--- config.mk ---
export PLATFORM = sky130hd
export DESIGN_NAME = dual_image_pixel_divider_pipe_flat
export DESIGN_NICKNAME = d
export VERILOG_FILES = /design/src/rtl/dual_image_pixel_divider_pipe_pkg.sv /design/src/rtl/dual_image_pixel_divider_pipe_if.sv /design/src/rtl/dual_image_pixel_divider_pipe_div_restoring_stage.sv /design/src/rtl/dual_image_pixel_divider_pipe.sv /design/src/flat_wrapper.sv
export SDC_FILE = /design/constraint.sdc
export NUM_CORES = 1
export LEC_CHECK = 0
export CAP_MARGIN = 10
export CORE_MARGIN = 1.5
export CORE_UTILIZATION = 53
export CTS_CLUSTER_SIZE = 20
export DETAILED_ROUTE_END_ITERATION = 12
export GPL_ROUTABILITY_DRIVEN = 0
export GPL_TIMING_DRIVEN = 1
export HOLD_SLACK_MARGIN = 0.08
export PLACE_DENSITY_LB_ADDON = 0.12
export RECOVER_POWER = 50
export SLEW_MARGIN = 25
export SYNTH_ARGS = -nofsm -noshare
export SYNTH_HDL_FRONTEND = slang
export SYNTH_HIERARCHICAL = 1
export SYNTH_SLANG_ARGS = --single-unit
--- constraint.sdc ---
create_clock -name i_clk -period 6.3 [get_ports i_clk]
set_input_delay 0.63 -clock i_clk [delete_from_list [all_inputs] [get_ports i_clk]]
set_output_delay 0.63 -clock i_clk [all_outputs]
set_load 0.005 [all_outputs]
--- src/rtl/dual_image_pixel_divider_pipe_pkg.sv ---
// Shared widths, latency helpers and alignment-FSM encoding for the dual-image pixel divider.
package img_arith_pkg;

  localparam int unsigned DEF_DATA_W    = 8;
  localparam int unsigned DEF_FRAC_BITS = 8;
  localparam int unsigned DIV_Q         = DEF_DATA_W + DEF_FRAC_BITS;
  localparam int unsigned DIV_L         = DIV_Q + 2;

  typedef enum logic [1:0] {
    ST_IDLE = 2'd0,
    ST_LINE = 2'd1,
    ST_ERR  = 2'd2
  } align_state_t;

  function automatic int unsigned quo_width(input int unsigned data_w, input int unsigned frac_bits);
    return data_w + frac_bits;
  endfunction

  function automatic int unsigned pipe_latency(input int unsigned data_w, input int unsigned frac_bits);
    return quo_width(data_w, frac_bits) + 2;
  endfunction

  function automatic int unsigned clog2(input int unsigned value);
    int unsigned res;
    res = 0;
    for (int unsigned i = 0; i < 32; i++) begin
      if ((64'd1 << i) < 64'(value)) res = i + 1;
    end
    return res;
  endfunction

endpackage

--- src/rtl/dual_image_pixel_divider_pipe_if.sv ---
// Master/slave pixel stream inputs plus divider results; o_div_zero only exists with DIV_ZERO_FLAG_EN.
interface dual_image_pixel_divider_pipe_if #(
  parameter int unsigned N = 8,
  parameter int unsigned W = 32
);
  logic         i_h_sync_m;
  logic         i_v_sync_m;
  logic [N-1:0] i_data_m;
  logic         i_h_sync_s;
  logic         i_v_sync_s;
  logic [N-1:0] i_data_s;
  logic         o_v_sync;
  logic         o_h_sync;
  logic [W-1:0] o_res_data;
  logic         o_align_err;
`ifdef DIV_ZERO_FLAG_EN
  logic         o_div_zero;
`endif

  modport master (
    output i_h_sync_m, i_v_sync_m, i_data_m, i_h_sync_s, i_v_sync_s, i_data_s,
`ifdef DIV_ZERO_FLAG_EN
    input  o_div_zero,
`endif
    input  o_v_sync, o_h_sync, o_res_data, o_align_err
  );

  modport slave (
    input  i_h_sync_m, i_v_sync_m, i_data_m, i_h_sync_s, i_v_sync_s, i_data_s,
`ifdef DIV_ZERO_FLAG_EN
    output o_div_zero,
`endif
    output o_v_sync, o_h_sync, o_res_data, o_align_err
  );

endinterface

--- src/rtl/dual_image_pixel_divider_pipe_div_restoring_stage.sv ---
// One restoring-division step: shifts in the next dividend bit, resolves one quotient bit, registers it.
// Dividend and quotient share one register: dividend MSBs shift out as quotient LSBs shift in.
module div_restoring_stage
  import img_arith_pkg::*;
#(
  parameter int unsigned N = DEF_DATA_W,
  parameter int unsigned Q = DIV_Q
) (
  input  logic         clk,
  input  logic         rst,
  input  logic         vld,
  input  logic         vs,
  input  logic         zero,
  input  logic [N-1:0] rem,
  input  logic [Q-1:0] dq,
  input  logic [N-1:0] dvs,
  output logic         vld_q,
  output logic         vs_q,
  output logic         zero_q,
  output logic [N-1:0] rem_q,
  output logic [Q-1:0] dq_q,
  output logic [N-1:0] dvs_q
);

  logic [N:0]   trial;
  logic         fits;
  logic [N-1:0] diff;

  assign trial = {rem, dq[Q-1]};
  assign fits  = (trial >= {1'b0, dvs});
  // Only used when fits, so the result is below dvs and fits in N bits.
  assign diff  = trial[N-1:0] - dvs;

  always_ff @(posedge clk) begin
    if (rst) begin
      vld_q  <= 1'b0;
      vs_q   <= 1'b0;
      zero_q <= 1'b0;
      rem_q  <= '0;
      dq_q   <= '0;
      dvs_q  <= '0;
    end else begin
      vld_q  <= vld;
      vs_q   <= vs;
      zero_q <= zero;
      rem_q  <= fits ? diff : trial[N-1:0];
      dq_q   <= (dq << 1) | Q'(fits);
      dvs_q  <= dvs;
    end
  end

endmodule

--- src/rtl/dual_image_pixel_divider_pipe.sv ---
// Pixel-wise unsigned Q.F division master/slave, L = N+F+2 cycles, 1 pixel/clk, plus line alignment check.
// Build option DIV_ZERO_FLAG_EN adds o_div_zero.
module dual_image_pixel_divider_pipe
  import img_arith_pkg::*;
#(
  parameter int unsigned P_INPUT_DATA_WIDTH  = DEF_DATA_W,
  parameter int unsigned P_FRAC_BITS         = DEF_FRAC_BITS,
  parameter int unsigned P_OUTPUT_DATA_WIDTH = 32,
  parameter int unsigned P_IMG_WIDTH         = 256
) (
  input  logic                          i_clk,
  input  logic                          i_rst,
  dual_image_pixel_divider_pipe_if.slave bus
);

  localparam int unsigned N     = P_INPUT_DATA_WIDTH;
  localparam int unsigned F     = P_FRAC_BITS;
  localparam int unsigned Q     = quo_width(N, F);
  localparam int unsigned W     = P_OUTPUT_DATA_WIDTH;
  localparam int unsigned CNT_W = clog2(P_IMG_WIDTH + 1);
  localparam logic [CNT_W-1:0] CNT_TARGET = CNT_W'(P_IMG_WIDTH);

  logic         h_m_r, h_s_r, v_m_r, v_s_r;
  logic [N-1:0] data_m_r, data_s_r;
  logic         v0, vld0;

  always_ff @(posedge i_clk) begin
    if (i_rst) begin
      h_m_r    <= 1'b0;
      h_s_r    <= 1'b0;
      v_m_r    <= 1'b0;
      v_s_r    <= 1'b0;
      data_m_r <= '0;
      data_s_r <= '0;
    end else begin
      h_m_r    <= bus.i_h_sync_m;
      h_s_r    <= bus.i_h_sync_s;
      v_m_r    <= bus.i_v_sync_m;
      v_s_r    <= bus.i_v_sync_s;
      data_m_r <= bus.i_data_m;
      data_s_r <= bus.i_data_s;
    end
  end

  assign v0   = v_m_r & v_s_r;
  assign vld0 = h_m_r & h_s_r & v0;

  logic         pipe_vld  [0:Q];
  logic         pipe_vs   [0:Q];
  logic         pipe_zero [0:Q];
  logic [N-1:0] pipe_rem  [0:Q];
  logic [Q-1:0] pipe_dq   [0:Q];
  logic [N-1:0] pipe_dvs  [0:Q];

  assign pipe_vld[0] = vld0;
  assign pipe_vs[0]  = v0;
  assign pipe_rem[0] = '0;
  assign pipe_dq[0]  = Q'(data_m_r) << F;
  assign pipe_dvs[0] = data_s_r;
`ifdef DIV_ZERO_FLAG_EN
  assign pipe_zero[0] = (data_s_r == '0);
`else
  // Without the flag, a zero divisor already makes every restoring step succeed: all-ones quotient.
  assign pipe_zero[0] = 1'b0;
`endif

  for (genvar i = 0; i < Q; i++) begin : g_stage
    div_restoring_stage #(.N(N), .Q(Q)) u_stage (
      .clk    (i_clk),
      .rst    (i_rst),
      .vld    (pipe_vld[i]),
      .vs     (pipe_vs[i]),
      .zero   (pipe_zero[i]),
      .rem    (pipe_rem[i]),
      .dq     (pipe_dq[i]),
      .dvs    (pipe_dvs[i]),
      .vld_q  (pipe_vld[i+1]),
      .vs_q   (pipe_vs[i+1]),
      .zero_q (pipe_zero[i+1]),
      .rem_q  (pipe_rem[i+1]),
      .dq_q   (pipe_dq[i+1]),
      .dvs_q  (pipe_dvs[i+1])
    );
  end

  logic [Q-1:0] quo_fin;
  logic [W-1:0] res_fin;

  assign quo_fin = pipe_zero[Q] ? '1 : pipe_dq[Q];

  if (Q > W) begin : g_sat
    assign res_fin = (|quo_fin[Q-1:W]) ? '1 : quo_fin[W-1:0];
  end else begin : g_ext
    assign res_fin = W'(quo_fin);
  end

  always_ff @(posedge i_clk) begin
    if (i_rst) begin
      bus.o_v_sync   <= 1'b0;
      bus.o_h_sync   <= 1'b0;
      bus.o_res_data <= '0;
`ifdef DIV_ZERO_FLAG_EN
      bus.o_div_zero <= 1'b0;
`endif
    end else begin
      bus.o_v_sync   <= pipe_vs[Q];
      bus.o_h_sync   <= pipe_vld[Q];
      bus.o_res_data <= pipe_vld[Q] ? res_fin : '0;
`ifdef DIV_ZERO_FLAG_EN
      bus.o_div_zero <= pipe_vld[Q] & pipe_zero[Q];
`endif
    end
  end

  // Alignment check runs on the raw inputs; stage-0 v is the previous-cycle v for edge detection.
  logic v_now, vld_now, v_rise, h_mismatch;
  assign v_now      = bus.i_v_sync_m & bus.i_v_sync_s;
  assign vld_now    = bus.i_h_sync_m & bus.i_h_sync_s & v_now;
  assign v_rise     = v_now & ~v0;
  assign h_mismatch = v_now & (bus.i_h_sync_m ^ bus.i_h_sync_s);

  align_state_t     state, st_base, st_nxt;
  logic [CNT_W-1:0] cnt, cnt_base, cnt_nxt;
  logic             align_err;

  always_comb begin
    st_base  = v_rise ? ST_IDLE : state;
    cnt_base = v_rise ? '0 : cnt;
    st_nxt   = st_base;
    cnt_nxt  = cnt_base;
    case (st_base)
      ST_IDLE: begin
        if (vld_now) begin
          st_nxt  = ST_LINE;
          cnt_nxt = CNT_W'(1);
        end
      end
      ST_LINE: begin
        if (vld_now) begin
          if (cnt_base != '1) cnt_nxt = cnt_base + 1'b1;
        end else begin
          st_nxt = (cnt_base == CNT_TARGET) ? ST_IDLE : ST_ERR;
        end
      end
      ST_ERR:  st_nxt = ST_ERR;
      default: st_nxt = ST_IDLE;
    endcase
    // A mismatch on the rising-edge cycle lands after the clear, so the frame starts in error.
    if (h_mismatch) st_nxt = ST_ERR;
  end

  always_ff @(posedge i_clk) begin
    if (i_rst) begin
      state     <= ST_IDLE;
      cnt       <= '0;
      align_err <= 1'b0;
    end else begin
      state     <= st_nxt;
      cnt       <= cnt_nxt;
      align_err <= (st_nxt == ST_ERR);
    end
  end

  assign bus.o_align_err = align_err;

endmodule

--- src/flat_wrapper.sv ---
// flat-port wrapper written by rule: the top's interface ports become plain ports
module dual_image_pixel_divider_pipe_flat import img_arith_pkg::*;
#(
  parameter int unsigned P_INPUT_DATA_WIDTH  = DEF_DATA_W,
  parameter int unsigned P_FRAC_BITS         = DEF_FRAC_BITS,
  parameter int unsigned P_OUTPUT_DATA_WIDTH = 32,
  parameter int unsigned P_IMG_WIDTH         = 256
)
  (i_clk, i_rst, bus_i_h_sync_m, bus_i_v_sync_m, bus_i_data_m, bus_i_h_sync_s, bus_i_v_sync_s, bus_i_data_s, bus_o_v_sync, bus_o_h_sync, bus_o_res_data, bus_o_align_err);
  dual_image_pixel_divider_pipe_if #(.N(8), .W(32)) bus_i ();
  input  logic i_clk;
  input  logic i_rst;
  input wire logic [$bits(bus_i.i_h_sync_m)-1:0] bus_i_h_sync_m;
  input wire logic [$bits(bus_i.i_v_sync_m)-1:0] bus_i_v_sync_m;
  input wire logic [$bits(bus_i.i_data_m)-1:0] bus_i_data_m;
  input wire logic [$bits(bus_i.i_h_sync_s)-1:0] bus_i_h_sync_s;
  input wire logic [$bits(bus_i.i_v_sync_s)-1:0] bus_i_v_sync_s;
  input wire logic [$bits(bus_i.i_data_s)-1:0] bus_i_data_s;
  output wire logic [$bits(bus_i.o_v_sync)-1:0] bus_o_v_sync;
  output wire logic [$bits(bus_i.o_h_sync)-1:0] bus_o_h_sync;
  output wire logic [$bits(bus_i.o_res_data)-1:0] bus_o_res_data;
  output wire logic [$bits(bus_i.o_align_err)-1:0] bus_o_align_err;
  assign bus_i.i_h_sync_m = bus_i_h_sync_m;
  assign bus_i.i_v_sync_m = bus_i_v_sync_m;
  assign bus_i.i_data_m = bus_i_data_m;
  assign bus_i.i_h_sync_s = bus_i_h_sync_s;
  assign bus_i.i_v_sync_s = bus_i_v_sync_s;
  assign bus_i.i_data_s = bus_i_data_s;
  assign bus_o_v_sync = bus_i.o_v_sync;
  assign bus_o_h_sync = bus_i.o_h_sync;
  assign bus_o_res_data = bus_i.o_res_data;
  assign bus_o_align_err = bus_i.o_align_err;
  dual_image_pixel_divider_pipe #(.P_INPUT_DATA_WIDTH(P_INPUT_DATA_WIDTH), .P_FRAC_BITS(P_FRAC_BITS), .P_OUTPUT_DATA_WIDTH(P_OUTPUT_DATA_WIDTH), .P_IMG_WIDTH(P_IMG_WIDTH)) u_core (.i_clk(i_clk), .i_rst(i_rst), .bus(bus_i));
endmodule
==> results.md <==
* Layout fillers at ~3,800
* N_diodes at 0
* Height of the die at ~220 µm
* Finished Layout Cells at 3,189
* Crit path kind: input port to register
* DRT Pass-1 Iters at 8
* Initial Utilization at around 54%
* Total gr overflow at 0
* Crit path DAT at roughly 4 ns
* Placement Rows at 78
* Leakage power at roughly 11 nW
* CP Max Fanout at 193
* DR WL/cell at roughly 14 µm
* Clock Tree Root: clkbuf_16
* I/O Buffers at 40
* Peak VDD IR at around 0.00035 V
* First-pass GRT wire length at 77.1 mm
* Die Width at around 220 µm
* PostCTS Resize Cnt at 0
* Hold_buf cts at 0
* Relative slew margins at -147%
* DP Cell Count at 3,082
* H-tree levels at 2
* Clk_skew at roughly 0.017 ns
* DRC viols at 0
* Crit. End Element: register
* CTS tree: done
* Area Overhead vs Synth at 12.4%
* Core box area at approximately 46,000 µm²
* Fin nets at 2,712
* Vias in the first global route at ~17,000
* Post-DP HPWL at approximately 31 mm
* Share of post-route cells with drive strength above 1 at between 9 and 10%
* Outcome: finished, violations left
* Antenna Nets Post-Route at 0
* Synth Area per Inst at 9.91 µm²
* Pwr dens at 453 nW/µm²
* Worst-path clk slew at ~0.06 ns
* Max Cap Viol at 2
* Tcrit/Tclk final at around 60%
* Setup TNS at 0 ns
* GRT Overall Usage at approximately a fifth
* Worst-skew pair later-pin latency at between 0.6 and 0.7 ns
* Initial DRC Count at 905
* Violated checks: capacitance limit, slew limit
* Syn Inst Count at 2,485
* Slew @ Worst Pin at 3.70 ns
* DR vias at roughly 17,000
* Startpoint types: input port
* Post-CTS Setup Repair Bufs at 0
* Final Hold Fails at 0
* Fin crit period at between 3 and 4 ns
* Ys Warns at 6
* TritonCTS buffer count at 60
* Ports at 57
* Die Footprint at around 48,000 µm²
* Post-synthesis cell area at roughly 25,000 µm²
* Vias/cell at ~5.4
* Required time worst endpoint at 6.59 ns
* Worst min path class: register to register
* Largest net degree at the start of global routing at 225
* Unrepaired setup endpoints after global routing: false
* Peak Freq at 265 MHz
* CTS sink cnt at between 500 and 600
* Max Slew Vio Count at 240
* Initial antenna violation count at 0
* Final setup fails at 0
* Post-Route WL at approximately 45 mm
* Max Buffers Root-to-Sink at 3
* Finished Core Util at between 60% and 70%
[stage by stage]
stage / hold WS (ns) / setup WS [ns] / power (mW) / area, µm²
floorplan: 0.411 / 3.98 / 7.96 / 24800
global placement: 0.415 / 3.23 / 8.68 / 25600
detailed placement: 0.422 / 3.11 / 8.79 / 25600
CTS: 0.430 / 3.78 / 12.6 / 27700
global route: 0.440 / 1.99 / 13.3 / 27700
finish: 0.429 / 2.53 / 12.5 / 27700
[final cells by class]
cell class	instances	area (µm²)	area share, %
Clock inverter	28	419	1.51
Inverter	167	627	2.26
Clock buffer	79	1700	6.16
Sequential cell	594	11900	43.0
Tap cell	600	751	2.71
Timing Repair Buffer	43	434	1.57
Multi-Input combinational cell	1678	11900	42.8
[layout by cell type (no fill, tap or decap), drive strengths merged, types with 38 or more instances in the layout]
cell type / count
clkdlybuf4s50: 38
clkbuf: 81
conb: 43
nor2: 171
a211oi: 62
o21ai: 104
nand3: 98
ha: 131
dfxtp: 594
nor2b: 373
nor3: 60
inv: 172
a21oi: 151
nand2: 56
[per-layer routing]
layer	vias up	GRT usage, %	part of all wire [%]
li1	8682	-	-
met1	7995	24.4	46
met2	340	32.7	48
met3	84	2.73	3.8
met4	0	6.32	2.3
met5	-	0	0
[worst max-delay path: stages]
cell and delay, ns:
buf_8 0.41, clkbuf_2 2.68, a21oi_1 0.20
[path summary, 6_finish.rpt]
check                                               start                                       endpoint  slack [ns]  depth (start not counted)
max                                                 i_rst  u_core/g_stage[4].u_stage/rem_q[0]$_SDFF_PP0_        2.53                          3
min          u_core/g_stage[3].u_stage/dq_q[0]$_SDFF_PP0_   u_core/g_stage[4].u_stage/dq_q[1]$_SDFF_PP0_        0.43                          1
max reg2reg                       u_core/v_m_r$_SDFF_PP0_                       u_core/cnt[4]$_SDFF_PP0_        3.87                          9
min reg2reg  u_core/g_stage[3].u_stage/dq_q[0]$_SDFF_PP0_   u_core/g_stage[4].u_stage/dq_q[1]$_SDFF_PP0_        0.43                          1
[registers in the layout, indices dropped and copies added (netlist names), 2 cells and up]
name,cells
u_core/g_stage.u_stage/dq_q,256
u_core/g_stage.u_stage/dvs_q,120
u_core/g_stage.u_stage/rem_q,120
u_core/bus.o_res_data,16
u_core/g_stage.u_stage/vld_q,16
u_core/g_stage.u_stage/vs_q,16
u_core/g_stage.u_stage/zero_q,16
u_core/cnt,9
u_core/data_m_r,8
u_core/data_s_r,8
u_core/state,2
[where the power goes]
part	leakage (nW)	switching, mW	internal [mW]
Clock	1.04	1.46	2.27
Sequential	4.83	0.196	4.12
Combinational	4.90	2.60	1.88
Total	10.8	4.25	8.28
Note: power is estimated with default switching activity, not from simulation.
